## config.mk

```make
export PLATFORM = sky130hd
export DESIGN_NAME = io_bus_responder
export DESIGN_NICKNAME = d
export VERILOG_FILES = /design/src/rtl/io_bus_responder.sv
export SDC_FILE = /design/constraint.sdc
export NUM_CORES = 1
export LEC_CHECK = 0
export CAP_MARGIN = 20
export CORE_AREA = 5 5 116 118
export CTS_BUF_LIST = sky130_fd_sc_hd__clkbuf_2 sky130_fd_sc_hd__clkbuf_4 sky130_fd_sc_hd__clkbuf_8
export DETAILED_ROUTE_END_ITERATION = 10
export DIE_AREA = 0 0 121 123
export HOLD_SLACK_MARGIN = 0.15
export PLACE_DENSITY = 0.91
export REMOVE_ABC_BUFFERS = 1
export SETUP_SLACK_MARGIN = 0.1
export SLEW_MARGIN = 20
export SYNTH_ARGS = -nofsm -noshare
export SYNTH_HDL_FRONTEND = slang
export SYNTH_SLANG_ARGS = --single-unit
```

## constraint.sdc

```tcl
create_clock -name clk_i -period 3.3 [get_ports clk_i]
set_input_delay 0.99 -clock clk_i [delete_from_list [all_inputs] [get_ports clk_i]]
set_output_delay 0.99 -clock clk_i [all_outputs]
set_load 0.01 [all_outputs]
```

## src/rtl/io_bus_responder.sv

```systemverilog
// Memory-mapped IO responder: LED register, UART TX (FIFO + 8N1 serializer),
// UART status and a free-running cycle counter.
module io_bus_responder #(
  parameter int unsigned CLKS_PER_BIT = 217,
  parameter int unsigned FIFO_AW      = 3
) (
  input  logic        clk_i,
  input  logic        reset_i,
  input  logic [31:0] IO_memAddr_i,
  input  logic [31:0] IO_memWData_i,
  input  logic        IO_memWr_i,
  output logic [31:0] IO_memRData_o,
  output logic [7:0]  leds_o,
  output logic        uartTx_o
);

  localparam int unsigned Depth  = 2 ** FIFO_AW;
  localparam int unsigned TimerW = $clog2(CLKS_PER_BIT);
  localparam logic [TimerW-1:0] TimerMax  = TimerW'(CLKS_PER_BIT - 1);
  localparam logic [FIFO_AW:0]  CountFull = (FIFO_AW + 1)'(Depth);

  typedef enum logic [1:0] {StIdle, StStart, StData, StStop} uartState_e;

  // Address decode
  logic [2:0] wordSel;
  logic       wrLeds, wrData, wrStatus, wrCycles;

  assign wordSel  = IO_memAddr_i[4:2];
  assign wrLeds   = IO_memWr_i && (wordSel == 3'd0);
  assign wrData   = IO_memWr_i && (wordSel == 3'd1);
  assign wrStatus = IO_memWr_i && (wordSel == 3'd2);
  assign wrCycles = IO_memWr_i && (wordSel == 3'd3);

  logic unusedAddrBits;
  assign unusedAddrBits = ^{IO_memAddr_i[31:5], IO_memAddr_i[1:0]};

  // LED register
  logic [7:0] ledsQ;

  always_ff @(posedge clk_i or negedge reset_i) begin
    if (!reset_i) begin
      ledsQ <= 8'h00;
    end else if (wrLeds) begin
      ledsQ <= IO_memWData_i[7:0];
    end
  end

  assign leds_o = ledsQ;

  // TX FIFO
  logic [7:0]         fifoMem [Depth];
  logic [FIFO_AW-1:0] wrPtrQ, rdPtrQ;
  logic [FIFO_AW:0]   countQ;
  logic               fifoFull, fifoEmpty, push, pop, overflowQ;

  assign fifoFull  = (countQ == CountFull);
  assign fifoEmpty = (countQ == '0);
  // Fullness uses the pre-edge count, so a same-edge pop never makes room.
  assign push      = wrData && !fifoFull;

  always_ff @(posedge clk_i) begin
    if (push) begin
      fifoMem[wrPtrQ] <= IO_memWData_i[7:0];
    end
  end

  always_ff @(posedge clk_i or negedge reset_i) begin
    if (!reset_i) begin
      wrPtrQ <= '0;
      rdPtrQ <= '0;
      countQ <= '0;
    end else begin
      if (push) begin
        wrPtrQ <= wrPtrQ + 1'b1;
      end
      if (pop) begin
        rdPtrQ <= rdPtrQ + 1'b1;
      end
      case ({push, pop})
        2'b10:   countQ <= countQ + 1'b1;
        2'b01:   countQ <= countQ - 1'b1;
        default: countQ <= countQ;
      endcase
    end
  end

  always_ff @(posedge clk_i or negedge reset_i) begin
    if (!reset_i) begin
      overflowQ <= 1'b0;
    end else if (wrData && fifoFull) begin
      overflowQ <= 1'b1;
    end else if (wrStatus && IO_memWData_i[3]) begin
      overflowQ <= 1'b0;
    end
  end

  // 8N1 serializer
  uartState_e        stateQ, stateD;
  logic [7:0]        shiftQ, shiftD;
  logic [2:0]        bitIdxQ, bitIdxD;
  logic [TimerW-1:0] timerQ, timerD;
  logic              txQ, txD, timerDone;

  assign timerDone = (timerQ == TimerMax);

  always_ff @(posedge clk_i or negedge reset_i) begin
    if (!reset_i) begin
      stateQ  <= StIdle;
      shiftQ  <= 8'h00;
      bitIdxQ <= 3'd0;
      timerQ  <= '0;
      txQ     <= 1'b1;
    end else begin
      stateQ  <= stateD;
      shiftQ  <= shiftD;
      bitIdxQ <= bitIdxD;
      timerQ  <= timerD;
      txQ     <= txD;
    end
  end

  always_comb begin
    stateD  = stateQ;
    shiftD  = shiftQ;
    bitIdxD = bitIdxQ;
    timerD  = timerQ;
    txD     = txQ;
    pop     = 1'b0;
    unique case (stateQ)
      StIdle: begin
        if (!fifoEmpty) begin
          pop    = 1'b1;
          shiftD = fifoMem[rdPtrQ];
          txD    = 1'b0;
          timerD = '0;
          stateD = StStart;
        end
      end
      StStart: begin
        if (timerDone) begin
          timerD  = '0;
          txD     = shiftQ[0];
          bitIdxD = 3'd0;
          stateD  = StData;
        end else begin
          timerD = timerQ + 1'b1;
        end
      end
      StData: begin
        if (timerDone) begin
          timerD = '0;
          if (bitIdxQ == 3'd7) begin
            txD    = 1'b1;
            stateD = StStop;
          end else begin
            // shiftQ[0] is on the line; the next bit sits at [1].
            txD     = shiftQ[1];
            shiftD  = shiftQ >> 1;
            bitIdxD = bitIdxQ + 3'd1;
          end
        end else begin
          timerD = timerQ + 1'b1;
        end
      end
      StStop: begin
        if (timerDone) begin
          timerD = '0;
          stateD = StIdle;
        end else begin
          timerD = timerQ + 1'b1;
        end
      end
      default: stateD = StIdle;
    endcase
  end

  assign uartTx_o = txQ;

  // Cycle counter
  logic [31:0] cyclesQ;

  always_ff @(posedge clk_i or negedge reset_i) begin
    if (!reset_i) begin
      cyclesQ <= 32'd0;
    end else if (wrCycles) begin
      cyclesQ <= IO_memWData_i;
    end else begin
      cyclesQ <= cyclesQ + 32'd1;
    end
  end

  // Read path
  logic [31:0] count32;
  logic [3:0]  countField;
  logic [7:0]  status;

  assign count32    = 32'(countQ);
  assign countField = (count32 > 32'd15) ? 4'hF : count32[3:0];
  assign status     = {countField, overflowQ, fifoEmpty, fifoFull, (stateQ != StIdle)};

  always_comb begin
    IO_memRData_o = 32'd0;
    case (wordSel)
      3'd0:    IO_memRData_o = {24'd0, ledsQ};
      3'd2:    IO_memRData_o = {24'd0, status};
      3'd3:    IO_memRData_o = cyclesQ;
      default: IO_memRData_o = 32'd0;
    endcase
  end

endmodule
```

==> reports/qor.yml, run 1 <==
remaining_design_rule_violation_count: 0
drt_first_pass_iters: 5
tritoncts: "built"
clock_latency_ns: 0.44
finalWorstSetupSlack_ns: 0.134
cts.reportedPaths.clkPinSlew_ns: 0.07
synth_most_common_cell: "sky130_fd_sc_hd__dfrtp_1"
post_synth_num_cell_types: 44
port_buffer_count: 78
global_route_overflow: 0
grt_setup_unrepaired: "false"
core_region_area_um2: 12400
tightestPinTransition_ns: 0.757
area_delta_synth_final_pct: 23.1
worstPathMaxFanout: 12
worstSetupStartpointType: "input pin"
grt_pass1_wl_um: 25200
timing.hold.worst.class: "flop to flop"
worst_setup_path_end_kind: "output pin"
design.portCount: 108
report.power.total_mw: 5.94
drt-vias-per-instance: 5.75
ys_seq_area_frac: 0.560
finalMaxSlewViolations: 0
cts_max_path_buffers: 2
synth-seq-cells: 137
finalClockSkew_ns: 0.0110
initial_utilization: 0.542
antenna_violations_before_repair: 0
synthTopCellsByArea: "sky130_fd_sc_hd__edfxtp_1, sky130_fd_sc_hd__dfrtp_1, sky130_fd_sc_hd__mux4_2, sky130_fd_sc_hd__nor2_1, sky130_fd_sc_hd__a21oi_1"
powerDensity_nw_per_um2: 720
dr_total_vias: 4971
timing.final.crit_share: 0.960
cts_buffers: 17
fmax_ghz: 0.316
average_footprint_of_a_synthesized_cell_um2: 11.6
cts.sinks: 137
yosysTopAreaCellShare: 0.287
finalHoldViolCount: 0
ant_nets: 0
grt_start_max_net_pins: 74
drt-initial-drc-count: 507
floorplan.die_area_um2: 14900
dieWidth_um: 121
multiInputGateArea_um2: 2830
num-nets-final: 762
cts_hold_buffers: 0
cts_h_tree_lvls: 4
ys.warnings.count: 0
reg2reg_setup_slack_ns: 0.70
syn_inst: 579
gp_routability_congestion: 0.884
routed_wire_length_um: 15500
status: "completed"
fp.dieH_um: 123
final-seq-area_um2: 3750
cp_data_required_time_ns: 2.31
wl_per_cell_um: 18.0
worst_path_largest_cell_delay_ns: 0.46
clk_root_buffer_cell: "sky130_fd_sc_hd__clkbuf_8"
hpwl_um: 10700
fillCellCount: 858
placement.setup.worst_slack_ns: -0.450
cpMaxStageDelayCell: "sky130_fd_sc_hd__clkdlybuf4s50_1"
asyncSetResetFlopFracSynth: 0.533
cell_class_contributing_the_biggest_share_of_worst_path_delay: "buffers and inverters"
synth_edf_count: 64
setup-tns-final_ns: 0
criticalPathCategory: "input pin to output pin"
post_dp_cell_area_um2: 7790
period_minus_slack_ns: 3.17
p_leak_nw: 3.31
layout-drive-gt1-share: 0.166
cp.arrival_ns: 2.18
row_count: 41
stdcell_area_um2: 8250
finalSetupViolCount: 0
dominantRegCellSynth: "sky130_fd_sc_hd__dfrtp_1"
grt_util_all_layers: 0.218
area_leader_netlist: "sky130_fd_sc_hd__edfxtp_1"
via_count_of_the_first_global_routing_pass: 5118
timing.slew.headroom: 0.496
post_synth_instance_area_um2: 6700
max_cap_check_violation_count: 0
insertedDiodeCount: 0
ordered_cell_list_for_the_critical_path: "clkdlybuf4s50_1, nor2_4, buf_6, and2_1, dlygate4sd2_1"
vdd_drop_max_mv: 0.284
worst-path-buf-inv: 3
yosys-top-cells-count: "sky130_fd_sc_hd__dfrtp_1, sky130_fd_sc_hd__nor2_1, sky130_fd_sc_hd__edfxtp_1"
==> layer usage <==
layer	vias up	track usage	wire (um)
met2	198	0.385	8190
met3	36	0.0540	1040
met5	-	0	0
li1	2272	-	-
met4	0	0.0885	395
met1	2465	0.256	5920
==> state kept, by name, indices dropped and copies added (netlist names) <==
register   cells
bitIdxQ        3
stateQ         2
timerQ         8
fifoMem       64
uartTx_o       1
overflowQ      1
rdPtrQ         3
countQ         4
wrPtrQ         3
cyclesQ       32
leds_o         8
shiftQ         8
==> timing repair <==
item | 4_1_cts | 5_1_grt
hold endpoints to repair | 0 | 0
setup endpoints to repair | 32 | 20
buffers inserted | 2 | 1
gates resized for setup | 47 | 11
gates cloned | 1 | 0
pin swaps | 1 | 2
==> layout by cell type, fill, tap and decap left out, drive strengths merged, types with 4 or more instances in the layout <==
master,n
and2,25
clkinv,8
xnor2,14
nand2,47
clkdlybuf4s50,43
mux2i,16
and3,10
nor4,4
and4,6
nand3,18
bufinv,4
nand4,11
dfrtp,72
inv,10
nor2,67
mux4,16
dlygate4sd2,29
a21oi,45
ha,16
buf,33
xor2,25
nand2b,9
edfxtp,64
mux2,13
o21ai,30
nor3,13
clkbuf,21
==> worst reg2reg max path, delay by kind of cell, from the launching register on <==
| family | cells | cell delay (ns) |
|---|---|---|
| and+or+nand+nor | 2 | 0.56 |
| DFF | 1 | 0.42 |
| AOI/OAI and AO/OA | 1 | 0.05 |
| buffers and inverters | 2 | 0.23 |
| xor gates and xnor gates | 3 | 0.55 |
| adders and majority gates | 3 | 0.69 |
==> cell families after synthesis <==
| group | share of synthesized area |
|---|---|
| xor+xnor | 0.0510 |
| buf+inv | 0.0237 |
| flops | 0.560 |
| compound gates | 0.0764 |
| simple gates | 0.160 |
| mux | 0.0996 |
| fa+ha+maj | 0.0299 |
==> where the power goes <==
group / leakage, nW / switching, mW / internal, mW / total [mW]
registers: 1.43 / 0.482 / 2.11 / 2.60
clock network: 0.211 / 0.620 / 0.821 / 1.44
logic: 1.67 / 0.953 / 0.950 / 1.90
total: 3.31 / 2.06 / 3.88 / 5.94
==> final timing paths <==
| path | startpoint | endpoint | cells past startpoint |
|---|---|---|---|
| max in group asynchronous | reset_i | countQ[1] | 2 |
| min | shiftQ[6] | shiftQ[6] | 2 |
| min in group asynchronous | reset_i | shiftQ[4] | 2 |
| max reg2reg | stateQ[0] | countQ[2] | 11 |
| max | IO_memAddr_i[4] | IO_memRData_o[12] | 5 |
| min reg2reg | shiftQ[6] | shiftQ[6] | 2 |
==> stage by stage <==
stage,cells,utilization,hold slack [ns]
after floorplan,550,-,0.443
after global placement,828,0.630,0.457
after detailed placement,828,0.630,0.460
after CTS,863,0.666,0.475
after global routing,864,0.667,0.491
final,864,0.667,0.474
==> final cells by class <==
class | instances | area share
sequential | 137 | 0.455
multi-input combinational | 403 | 0.343
timing repair buffer | 110 | 0.120
clock buffer | 18 | 0.0293
tap | 172 | 0.0261
clock inverter | 14 | 0.0219
inverter | 10 | 0.00455
Power figures use the tool's default switching activity.
==> run 2, diff against run 1 <==
HOLD_SLACK_MARGIN = unset   (was 0.15)
==> results of run 2 <==
Final layout, timing and power as in run 1 (identical DEF).
==> RTL change (config.mk and constraints of run 1) <==
Take the reset off `shiftQ` and load it in a clocked block of its own.
--- a/src/rtl/io_bus_responder.sv
+++ b/src/rtl/io_bus_responder.sv
@@ -106,17 +106,19 @@
   always_ff @(posedge clk_i or negedge reset_i) begin
     if (!reset_i) begin
       stateQ  <= StIdle;
-      shiftQ  <= 8'h00;
       bitIdxQ <= 3'd0;
       timerQ  <= '0;
       txQ     <= 1'b1;
     end else begin
       stateQ  <= stateD;
-      shiftQ  <= shiftD;
       bitIdxQ <= bitIdxD;
       timerQ  <= timerD;
       txQ     <= txD;
     end
+  end
+
+  always_ff @(posedge clk_i) begin
+    shiftQ <= shiftD;
   end
 
   always_comb begin
Formal check against the unedited RTL: no difference found for any inputs over 4 cycles, from zero or initial values and one cycle with reset_i low; that may be too few to reach the edited logic, so the function may still have changed.
==> RTL change against run 1 <==
Worst setup slack gained 0.0019 ns; sequential share of layout area grew 0.86 points; sequential cell count did not move; power decreased by 0.65%; final area shrank 0.83%; final cell count is 4.5% lower; routed wire length shrank 3.6%; area after synthesis decreased by 0.34%; highest routed layer unchanged.
==> RTL change: results (changes against run 1) <==
Layout
The fraction of final layout cells with drive strength greater than 1 is 22.4% (+5.7 points). The count of fill cells added during filler insertion is 841 (-2.0%). The net total in the final layout is 724 (-5.0%). The number of standard cells in the final layout excluding fillers was 825 (-4.5%).

Logic synthesis
Counting instances in the post-synthesis netlist gives the leading cell types as sky130_fd_sc_hd__edfxtp_1 (72), sky130_fd_sc_hd__dfrtp_1 (64), sky130_fd_sc_hd__nor2_1 (64). The multiplexer share of the synthesized area was 10.6% (+0.63 points). By area the synthesized netlist is led by sky130_fd_sc_hd__edfxtp_1 (32%), sky130_fd_sc_hd__dfrtp_1 (24%), sky130_fd_sc_hd__mux4_2 (5.4%), sky130_fd_sc_hd__xor2_1 (4.5%), sky130_fd_sc_hd__nor2_1 (3.6%). The parity-gate share of the synthesized area counting xor and xnor cells is 5.77% (+0.67 points). The number of distinct standard cells referenced by the synthesized netlist was 48 (+9.1%). The area fraction in compound gates after synthesis is 5.59% (-2.1 points). The synthesized-area fraction occupied by adder cells is 3.00% (+0.010 points).

The mean instance size in the synthesized netlist is 12.4 µm² (+7.1%). The share of flip-flops with an asynchronous set or reset after synthesis is 47.4% (-5.8 points). The sequential area share after synthesis is 56.8% (+0.79 points).

Hold path
The worst hold path belongs to the class reg -> reg.

Route
The via total after detailed routing is 4647 (-6.5%). The detail-routed net length per standard cell came to 18.2 µm (+0.93%). The violation count after the first detailed-route iteration is 370 (-27%).

The number of iterations in the first detailed-routing pass is 7 (+2).

Timing
The worst setup skew after layout is 0.0106 ns (-0.000433 ns). The slew at the pin closest to its max-slew limit was 0.761 ns (+0.00464 ns). The worst-case setup margin in the final layout is 0.135 ns (+0.00188 ns).

Setup path
The worst setup path startpoint is IO_memAddr_i[2]. The slowest stage of the critical path belongs to the cell sky130_fd_sc_hd__mux2_2. The worst-case reg-to-reg path depth was 10 (-1). The setup slack of the worst register-to-register path is 0.73 ns (+0.03 ns). The peak fanout along the critical path is 9 (-3).

Global route
The number of global-route vias before repair is 4903 (-4.2%). The global-route usage over all layers is 21.3% (-0.51 points). The first-pass GRT wire length is 24.7 mm (-2.2%).

The pin count of the biggest net entering global routing is 59 (-20%).

Power and ir drop
The maximum ir drop on the vdd rail is 322 µV (+13%). The static power due to leakage is 0.00323 µW (-2.2%).

Run status
The flow ran to the end, and the final reports show no timing, DRC or antenna violations.

Place
The routability congestion estimate is 0.854 (-3.4%). The worst setup slack before clock tree synthesis was -0.430 ns (+0.0198 ns). The detailed placer's ending HPWL came to 10.4 mm (-3.3%).

The instance count after placement with tap cells included came to 792 (-4.3%).

CTS
The clock network latency to the later pin of the worst-skew pair is 0.44 ns (about the same). The maximum buffer depth of the clock tree came to 2 (unchanged).

Job
The number of max-cap violations was 0 (unchanged).
RTL change: power by group through the flow:
stage / logic (µW) / registers (µW) / clock network (µW)
final: 1790 / 2570 / 1530
after global routing: 1990 / 2620 / 1630
after CTS: 1790 / 2570 / 1550
after detailed placement: 1790 / 2590 / 0
after global placement: 1680 / 2560 / 0
after floorplan: 1210 / 2540 / 0
RTL change: cell type report:
cell class	count	area (µm²)	area share (%)
Sequential cell	137	3790	46.4
Multi-Input combinational cell	368	2760	33.7
Timing Repair Buffer	107	940	11.5
Clock buffer	21	264	3.23
Tap cell	172	215	2.63
Clock inverter	10	175	2.14
Inverter	10	37.5	0.459
RTL change: cells by family after synthesis:
kind of cell               after synthesis
AOI/OAI and AO/OA                       66
DFF                                    137
buffers and inverters                   34
muxes                                   48
adders and majority gates               16
and+or+nand+nor                        194
xor gates and xnor gates                44
RTL change: what timing repair did:
item | in CTS | in global routing
buffers inserted | 1 | 0
gates cloned | 1 | 0
endpoints found under the setup margin | 32 | 8
endpoints found under the hold margin | 0 | 0
resized for setup | 118 | 8
RTL change: per-stage QoR:
stage               instance area [µm²]  hold WS (ns)  setup TNS (ns)
floorplan                          6560         0.465               0
global placement                   7810         0.483          -12.62
detailed placement                 7810         0.498          -13.17
CTS                                8210         0.508               0
global route                       8180         0.554               0
finish                             8180         0.502               0
RTL change: worst max-delay path, delay by kind of cell:
kind	cells	cell delay, ns
AOI/OAI and AO/OA	1	0.15
buffers and inverters	3	0.62
muxes	1	0.33
and+or+nand+nor	1	0.08
RTL change: how the worst min path moves through the flow:
stage | cells after the start | endpoint | start
detailed placement | 2 | uartTx_o | uartTx_o
global route | 2 | uartTx_o | uartTx_o
finish | 2 | uartTx_o | uartTx_o
global placement | 2 | overflowQ | overflowQ
floorplan | 2 | overflowQ | overflowQ
CTS | 2 | uartTx_o | uartTx_o
RTL change: routing by layer:
metal | routed length [µm] | vias to the layer above | GRT usage [%]
met1 | 6050 | 2334 | 25.8
met4 | 192 | 0 | 6.23
met5 | 0 | - | 0
li1 | - | 2142 | -
met3 | 798 | 24 | 5.40
met2 | 7940 | 147 | 37.8
